--- config.mk ---
export PLATFORM = sky130hd
export DESIGN_NAME = manchester_frame_scheduler
export DESIGN_NICKNAME = d
export VERILOG_FILES = /design/src/rtl/manchester_pkg.sv /design/src/rtl/rr_arbiter.sv /design/src/rtl/manchester_frame_scheduler.sv
export SDC_FILE = /design/constraint.sdc
export NUM_CORES = 1
export LEC_CHECK = 0
export CORE_MARGIN = 1
export CORE_UTILIZATION = 40
export DETAILED_ROUTE_END_ITERATION = 7
export MAX_ROUTING_LAYER = met4
export PLACE_DENSITY = 0.77
export SYNTH_ARGS = -nofsm -noshare
export SYNTH_HDL_FRONTEND = slang
export SYNTH_SLANG_ARGS = --single-unit
--- constraint.sdc ---
create_clock -name aclk -period 2 [get_ports aclk]
set_clock_uncertainty 0.15 [all_clocks]
set_input_delay 0.2 -clock aclk [delete_from_list [all_inputs] [get_ports aclk]]
set_output_delay 0.2 -clock aclk [all_outputs]
set_load 0.05 [all_outputs]
--- src/rtl/manchester_pkg.sv ---
// manchester_pkg: scheduler state encoding and default framing bytes shared by manchester link blocks
package manchester_pkg;
    typedef enum logic [2:0] {IDLE, PREAMBLE, SOF, PAYLOAD, GAP} state_t;
    localparam logic [7:0] DEF_PREAMBLE_BYTE = 8'h55;
    localparam logic [7:0] DEF_SOF_BYTE = 8'hD5;
endpackage

--- src/rtl/rr_arbiter.sv ---
// rr_arbiter: combinational round-robin pick of the first set request at or above ptr, wrapping
module rr_arbiter #(
    parameter int N = 4,
    parameter int W = $clog2(N)
) (
    input  logic [N-1:0] req,
    input  logic [W-1:0] ptr,
    output logic         any,
    output logic [W-1:0] idx
);
    always_comb begin
        any = |req;
        idx = '0;
        // descending scan so the request closest to ptr is assigned last and wins
        for (int k = N - 1; k >= 0; k--) begin
            logic [W-1:0] j;
            j = W'((int'(ptr) + k) % N);
            if (req[j]) idx = j;
        end
    end
endmodule

--- src/rtl/manchester_frame_scheduler.sv ---
// manchester_frame_scheduler: grants whole frames round-robin to NUM_SRC byte sources and wraps
// each in preamble + SOF ahead of the serializer, followed by a fixed idle gap
module manchester_frame_scheduler
    import manchester_pkg::*;
#(
    parameter int NUM_SRC = 4,
    parameter int PREAMBLE_LEN = 4,
    parameter logic [7:0] PREAMBLE_BYTE = DEF_PREAMBLE_BYTE,
    parameter logic [7:0] SOF_BYTE = DEF_SOF_BYTE,
    parameter int IFG_CYCLES = 32
) (
    input  logic                       aclk,
    input  logic                       aresetn,
    input  logic                       enable,
    input  logic [NUM_SRC*8-1:0]       s_axis_tdata,
    input  logic [NUM_SRC-1:0]         s_axis_tvalid,
    input  logic [NUM_SRC-1:0]         s_axis_tlast,
    output logic [NUM_SRC-1:0]         s_axis_tready,
    output logic [7:0]                 m_axis_tdata,
    output logic                       m_axis_tvalid,
    input  logic                       m_axis_tready,
    output logic                       busy,
    output logic [$clog2(NUM_SRC)-1:0] grant_idx,
    output logic                       frame_done
);
    localparam int IW = $clog2(NUM_SRC);

    state_t state, state_n;
    logic [7:0] cnt, cnt_n;
    logic [IW-1:0] rr_ptr, rr_ptr_n, grant_n, pick;
    logic any_req, last_hs;

    rr_arbiter #(.N(NUM_SRC)) u_arb (
        .req(s_axis_tvalid),
        .ptr(rr_ptr),
        .any(any_req),
        .idx(pick)
    );

    assign last_hs = state == PAYLOAD && s_axis_tvalid[grant_idx] && m_axis_tready && s_axis_tlast[grant_idx];
    assign frame_done = last_hs;
    assign busy = state != IDLE;

    always_ff @(posedge aclk) begin
        if (!aresetn) begin
            state <= IDLE;
            cnt <= '0;
            rr_ptr <= '0;
            grant_idx <= '0;
        end else begin
            state <= state_n;
            cnt <= cnt_n;
            rr_ptr <= rr_ptr_n;
            grant_idx <= grant_n;
        end
    end

    // cnt counts preamble handshakes, then is reused as the inter-frame gap countdown
    always_comb begin
        state_n = state;
        cnt_n = cnt;
        rr_ptr_n = rr_ptr;
        grant_n = grant_idx;
        m_axis_tvalid = 1'b0;
        m_axis_tdata = '0;
        s_axis_tready = '0;
        case (state)
            IDLE: begin
                if (enable && any_req) begin
                    grant_n = pick;
                    cnt_n = '0;
                    state_n = PREAMBLE;
                end
            end
            PREAMBLE: begin
                m_axis_tvalid = 1'b1;
                m_axis_tdata = PREAMBLE_BYTE;
                if (m_axis_tready) begin
                    cnt_n = cnt + 8'd1;
                    if (cnt == 8'(PREAMBLE_LEN - 1)) state_n = SOF;
                end
            end
            SOF: begin
                m_axis_tvalid = 1'b1;
                m_axis_tdata = SOF_BYTE;
                if (m_axis_tready) state_n = PAYLOAD;
            end
            PAYLOAD: begin
                m_axis_tvalid = s_axis_tvalid[grant_idx];
                m_axis_tdata = s_axis_tdata[8*grant_idx +: 8];
                s_axis_tready[grant_idx] = m_axis_tready;
                if (last_hs) begin
                    rr_ptr_n = grant_idx == IW'(NUM_SRC - 1) ? '0 : grant_idx + 1'b1;
                    cnt_n = 8'(IFG_CYCLES);
                    state_n = IFG_CYCLES == 0 ? IDLE : GAP;
                end
            end
            GAP: begin
                cnt_n = cnt - 8'd1;
                if (cnt == 8'd1) state_n = IDLE;
            end
            default: state_n = IDLE;
        endcase
    end
endmodule

======== Yosys cells after proc, flatten, opt, wreduce, memory -nomap -nowiden ========
Cells that the tools add are included.
W data, S select, Z words.
cells by class
  equal/unequal tests ..................... 13
  bitwise operators ....................... 1
  shift operators ......................... 1
  add/subtract/negate cells ............... 6
  magnitude comparators ................... 6
  mux-type cells .......................... 33
  reductions and logical operators ........ 14
operators with widths
  cell                   number
  $pmux W8 S4            1
  $shiftx A32 B6 Y8      1
  $mux W8                3
  $pmux W8 S3            1
  $mux W3                6
  $lt A2 B3 Y1 const B   5
  $pmux W3 S5            1
  $bmux W1 S2            6
  $ne A2 B2 Y1 const B   6
  $mux W2                5
  $add A8 B1 Y8 const B  1
  $eq A8 B1 Y1 const B   1
  $eq A8 B2 Y1 const B   1
  $sub A8 B1 Y8 const B  1
  $mux W1                7
  $eq A3 B2 Y1 const B   2
  $reduce_and A6 Y1      1
  $logic_and A1 B1 Y1    5
  $add A2 B1 Y2 const B  2
  $add A2 B2 Y2 const B  2
  $and A4 B4 Y4          1
  $mux W4                1
  $reduce_and A2 Y1      2
  $reduce_and A4 Y1      1
  11 further kinds       11
storage, ports and cells
  word-level logic and storage cells ...... 78
  input bits .............................. 44
  register bits after elaboration ......... 15

======== Logic depth before layout (Yosys ltp) ========
Gate-level depths: netlist of run 1.
  depth in word-level cells ............... 7
  mapped depth ............................ 7

======== Modules after synthesis ========
A second synthesis of run 1 with hierarchy kept.
second synthesis, totals
  cell total of the unflattened synthesis .. 192
  area, all modules ....................... 1610.3 sq um
by module, submodules not included
  module                      cells each  seq. area each (sq um)  area each (sq um)  instances
  manchester_frame_scheduler  179         300.3                   1532.7             1
  rr_arbiter                  13          0.0                     77.6               1

======== Least setup slack after synthesis of run 1 ========
Ideal clock, no wire load.
  path kind ............................... reg-to-output
  from .................................... register grant_idx[1]
  to ...................................... output port m_axis_tdata[7]
  arrival ................................. 2.508 ns
  stages on the path, launching flop included .. 5
  data required time ...................... 1.650 ns
  slack ................................... -0.858 ns
  path through ............................ dfxtp_1 -> buf_1 -> mux4_2 -> nor2b_1 -> nor3b_1
between the ends
  cells in the longest elaborated chain, start to end .. 2
ends and longest elaborated chain
  element                   RTL line                          source
  start: declaration        manchester_frame_scheduler.sv:23  output logic [$clog2(NUM_SRC)-1:0] grant_idx,
  start signal: assignment  manchester_frame_scheduler.sv:54  grant_idx <= grant_n;
  $shiftx A32 B6 Y8         manchester_frame_scheduler.sv:90  m_axis_tdata = s_axis_tdata[8*grant_idx +: 8];
  $pmux W8 S3               manchester_frame_scheduler.sv:67  case (state)
  end: declaration          manchester_frame_scheduler.sv:19  output logic [7:0] m_axis_tdata,
No other way between the ends.

======== Worst setup path after layout of run 1 ========
  from .................................... register grant_idx[0]
  to ...................................... output port m_axis_tdata[0]
Same word-level chain as after synthesis.

==> results.cfg, run 1 <==
[finish]
antenna-diode-count = 0
nets = 330
postLayoutCellArea_mm2 = 0.00272
drive_gt1_frac = 0.338
area_growth_pct = 68.7
stdcell_count = 326

[die]
core-area_mm2 = 0.00377
die_x_um = 65.5
die_area_mm2 = 0.00429
rows = 22
die_h_um = 65.5
initial_core_util = 0.427
ios = 61

[sta]
hold_violations = 0
post-route-period-util = 1.01
postLayoutSetupSlackWorst_ps = -26.2
setup-violations-final = 3
fmax_mhz = 494
final_max_slew_viol_count = 0
tightest_slew_ps = 405
rsz0062_at_grt = yes
finalCriticalPeriod_ps = 2030
relSlewSlack = 0.729

[outcome]
violations = setup timing
status = finished, violations left

[global_route]
grt_pass1_wl_um = 8000
antenna_found_initial = 0
grt_usage = 0.250
overflow = 0
grt_max_degree = 16
first_global_vias = 1643

[hold_path]
hp-class = register to register
hold_depth = 2
hold_path_end = rr_ptr[0]$_SDFFE_PN0P_
hp-start = rr_ptr[0]$_SDFFE_PN0P_

[placed_design]
place_hpwl_um = 3980
dp.cells = 318
place_area_mm2 = 0.00256
io_buffers = 60
gp_congestion = 0.886

[routing]
viasPerCell = 5.61
ant_nets = 0
vias = 1830
wl_per_cell_um = 16.5
first_pass_iters = 4
drc = 0
totalWireLength_um = 5380
drt_iter0_drc = 83

[logic_synthesis]
netlist_instances = 195
synth_top_area_frac = 0.186
synth.distinct_cells = 58
synth_nets = 246
synth_edf_count = 0
ys_ff_latch = 15
mappedNetlistArea_mm2 = 0.00161
seq_area_frac_synth = 0.186
ys_warn_count = 0
async_flop_share = 0
ys.flop_type = dfxtp_1
yosysMostFrequentCell = nor2_1
synth_common_cells = nor2_1 (27), nand2_1 (18), dfxtp_1 (15), a21oi_1 (13), mux4_2 (8)
ys_top_cells_by_area = dfxtp_1 (19%), mux4_2 (11%), nor2_1 (6.3%)
syn_avg_cell_area_um2 = 8.26
synth_top_area_cell = dfxtp_1

[clocking]
ctsLongestPathBuffers = 2
htreeDepth = 1
worstSkewPairLatency_ps = 260
cts_root_buf = clkbuf_8
cts_tree = done
ctsHoldBuffers = 0
clkTransAtPathRegs_ps = 60
cts_sinks = 15
numCtsBuffers = 3

[run]
cap_violations = 0

[worst_setup_path]
start_kind = register
path_class = register to output port
cp.required_ps = 1650
end_kind = output port
r2r_setup_slack_ps = -30
worst-r2r-cell-count = 5
r2r-end = state[0]$_SDFFE_PN0P_
worstPathArrival_ps = 1680
path_max_fanout = 8
r2r_start = cnt[4]$_SDFFE_PN0P_

[power]
power_frac_seq = 0.261
combPwrFrac = 0.545
leakage_nw = 1.12
p_per_area_mw_per_mm2 = 472
pwr-share-clk = 0.195
switchingPower_mw = 0.470
swShare = 0.367
ir_drop_mv = 0.421
p_int_mw = 0.812
==> how the worst max path moves through the flow <==
stage                                         to  cells after the start                 startpoint
after floorplan           rr_ptr[0]$_SDFFE_PN0P_                      7      state[1]$_SDFFE_PN0P_
after global placement     state[0]$_SDFFE_PN0P_                      7           s_axis_tvalid[1]
after detailed placement   state[0]$_SDFFE_PN0P_                      7           s_axis_tvalid[1]
after CTS                        m_axis_tdata[7]                      5  grant_idx[0]$_SDFFE_PN0P_
after global routing             m_axis_tdata[7]                      5  grant_idx[0]$_SDFFE_PN0P_
final                            m_axis_tdata[0]                      5  grant_idx[0]$_SDFFE_PN0P_
==> flip-flops by register name (all words and copies together), names as in the netlist <==
name / flops
cnt: 8
state: 3
grant_idx: 2
rr_ptr: 2
==> layout make-up <==
type,count,area (um^2)
inverter,8,30.0
timing repair buffer,94,1010
sequential,15,309
multi-input combinational,157,1260
fill,276,1050
clock buffer,4,45.0
tap,48,60.1
==> power by group through the flow <==
stage	combinational, mW	clock [mW]	sequential, mW
2_1_floorplan	0.370	0	0.342
3_3_place_gp	0.638	0	0.339
3_5_place_dp	0.650	0	0.340
4_1_cts	0.662	0.254	0.334
5_1_grt	0.748	0.269	0.336
6_report	0.699	0.250	0.334
==> per-stage QoR <==
| stage | utilization | hold WS (ps) | setup slack, ps | setup TNS [ps] | power [mW] |
|---|---|---|---|---|---|
| 3_3_place_gp | 0.678 | 385 | -252 | -896 | 0.977 |
| 3_5_place_dp | 0.678 | 407 | -272 | -1240 | 0.991 |
| 4_1_cts | 0.699 | 420 | -45.4 | -48.2 | 1.25 |
| 5_1_grt | 0.721 | 463 | -75.4 | -446 | 1.35 |
| 2_1_floorplan | - | 171 | -43.4 | -86.8 | 0.712 |
| 6_report | 0.721 | 416 | -26.2 | -73.5 | 1.28 |
==> placed cells by master, fill, tap and decap left out, drive strengths merged, types with 2 or more instances in the layout <==
cell / netlist / final
inv: 7 / 7
mux4: 10 / 10
clkdlybuf4s50: 0 / 41
o22ai: 7 / 7
buf: 4 / 51
nor3b: 3 / 3
a211oi: 2 / 2
a22oi: 2 / 2
nor3: 6 / 6
xor2: 3 / 3
and3: 4 / 4
dfxtp: 15 / 15
a31oi: 3 / 3
and2: 4 / 4
nor2b: 4 / 4
nand2: 18 / 18
ha: 7 / 7
or4: 2 / 2
mux2i: 3 / 3
nor2: 27 / 27
nand3: 4 / 4
or3: 3 / 3
a21oi: 13 / 13
clkbuf: 11 / 4
or2: 2 / 2
o41ai: 3 / 3
a311oi: 3 / 3
dlymetal6s2s: 0 / 2
o21ai: 4 / 4
==> cells by family (layout without fill, tap and decap cells) <==
kind of cell	Yosys count	in the layout	share of synthesized area
buffers and inverters	23	106	0.0869
adders and majority gates	7	7	0.0543
xor gates and xnor gates	3	3	0.0163
muxes	13	13	0.163
AOI/OAI and AO/OA	49	49	0.212
and+or+nand+nor	85	85	0.281
DFF	15	15	0.186
==> layer usage <==
layer,vias up,routed length (um),track usage
met1,863,2150,0.303
met5,-,0,-
met2,65,2910,0.433
li1,899,-,-
met4,0,36,0.0571
met3,3,284,0.0399
==> timing repair <==
action	in CTS	in global routing
resized for setup	9	19
endpoints found under the setup margin	9	18
pin swaps	0	9
buffers inserted	2	2
==> critical path, cell delays in order, from the launching register on <==
cell	delay (ps)
dfxtp_4	390
buf_12	150
mux4_2	540
nor2_4	130
nor2_4	50
buf_12	150
Note: power is estimated with default switching activity, not from simulation.
==> run 2: changes to the inputs <==
CORE_MARGIN = not set   (was 1)
==> results of run 2 <==
No change in the layout: final DEF, timing and power equal those of run 1.
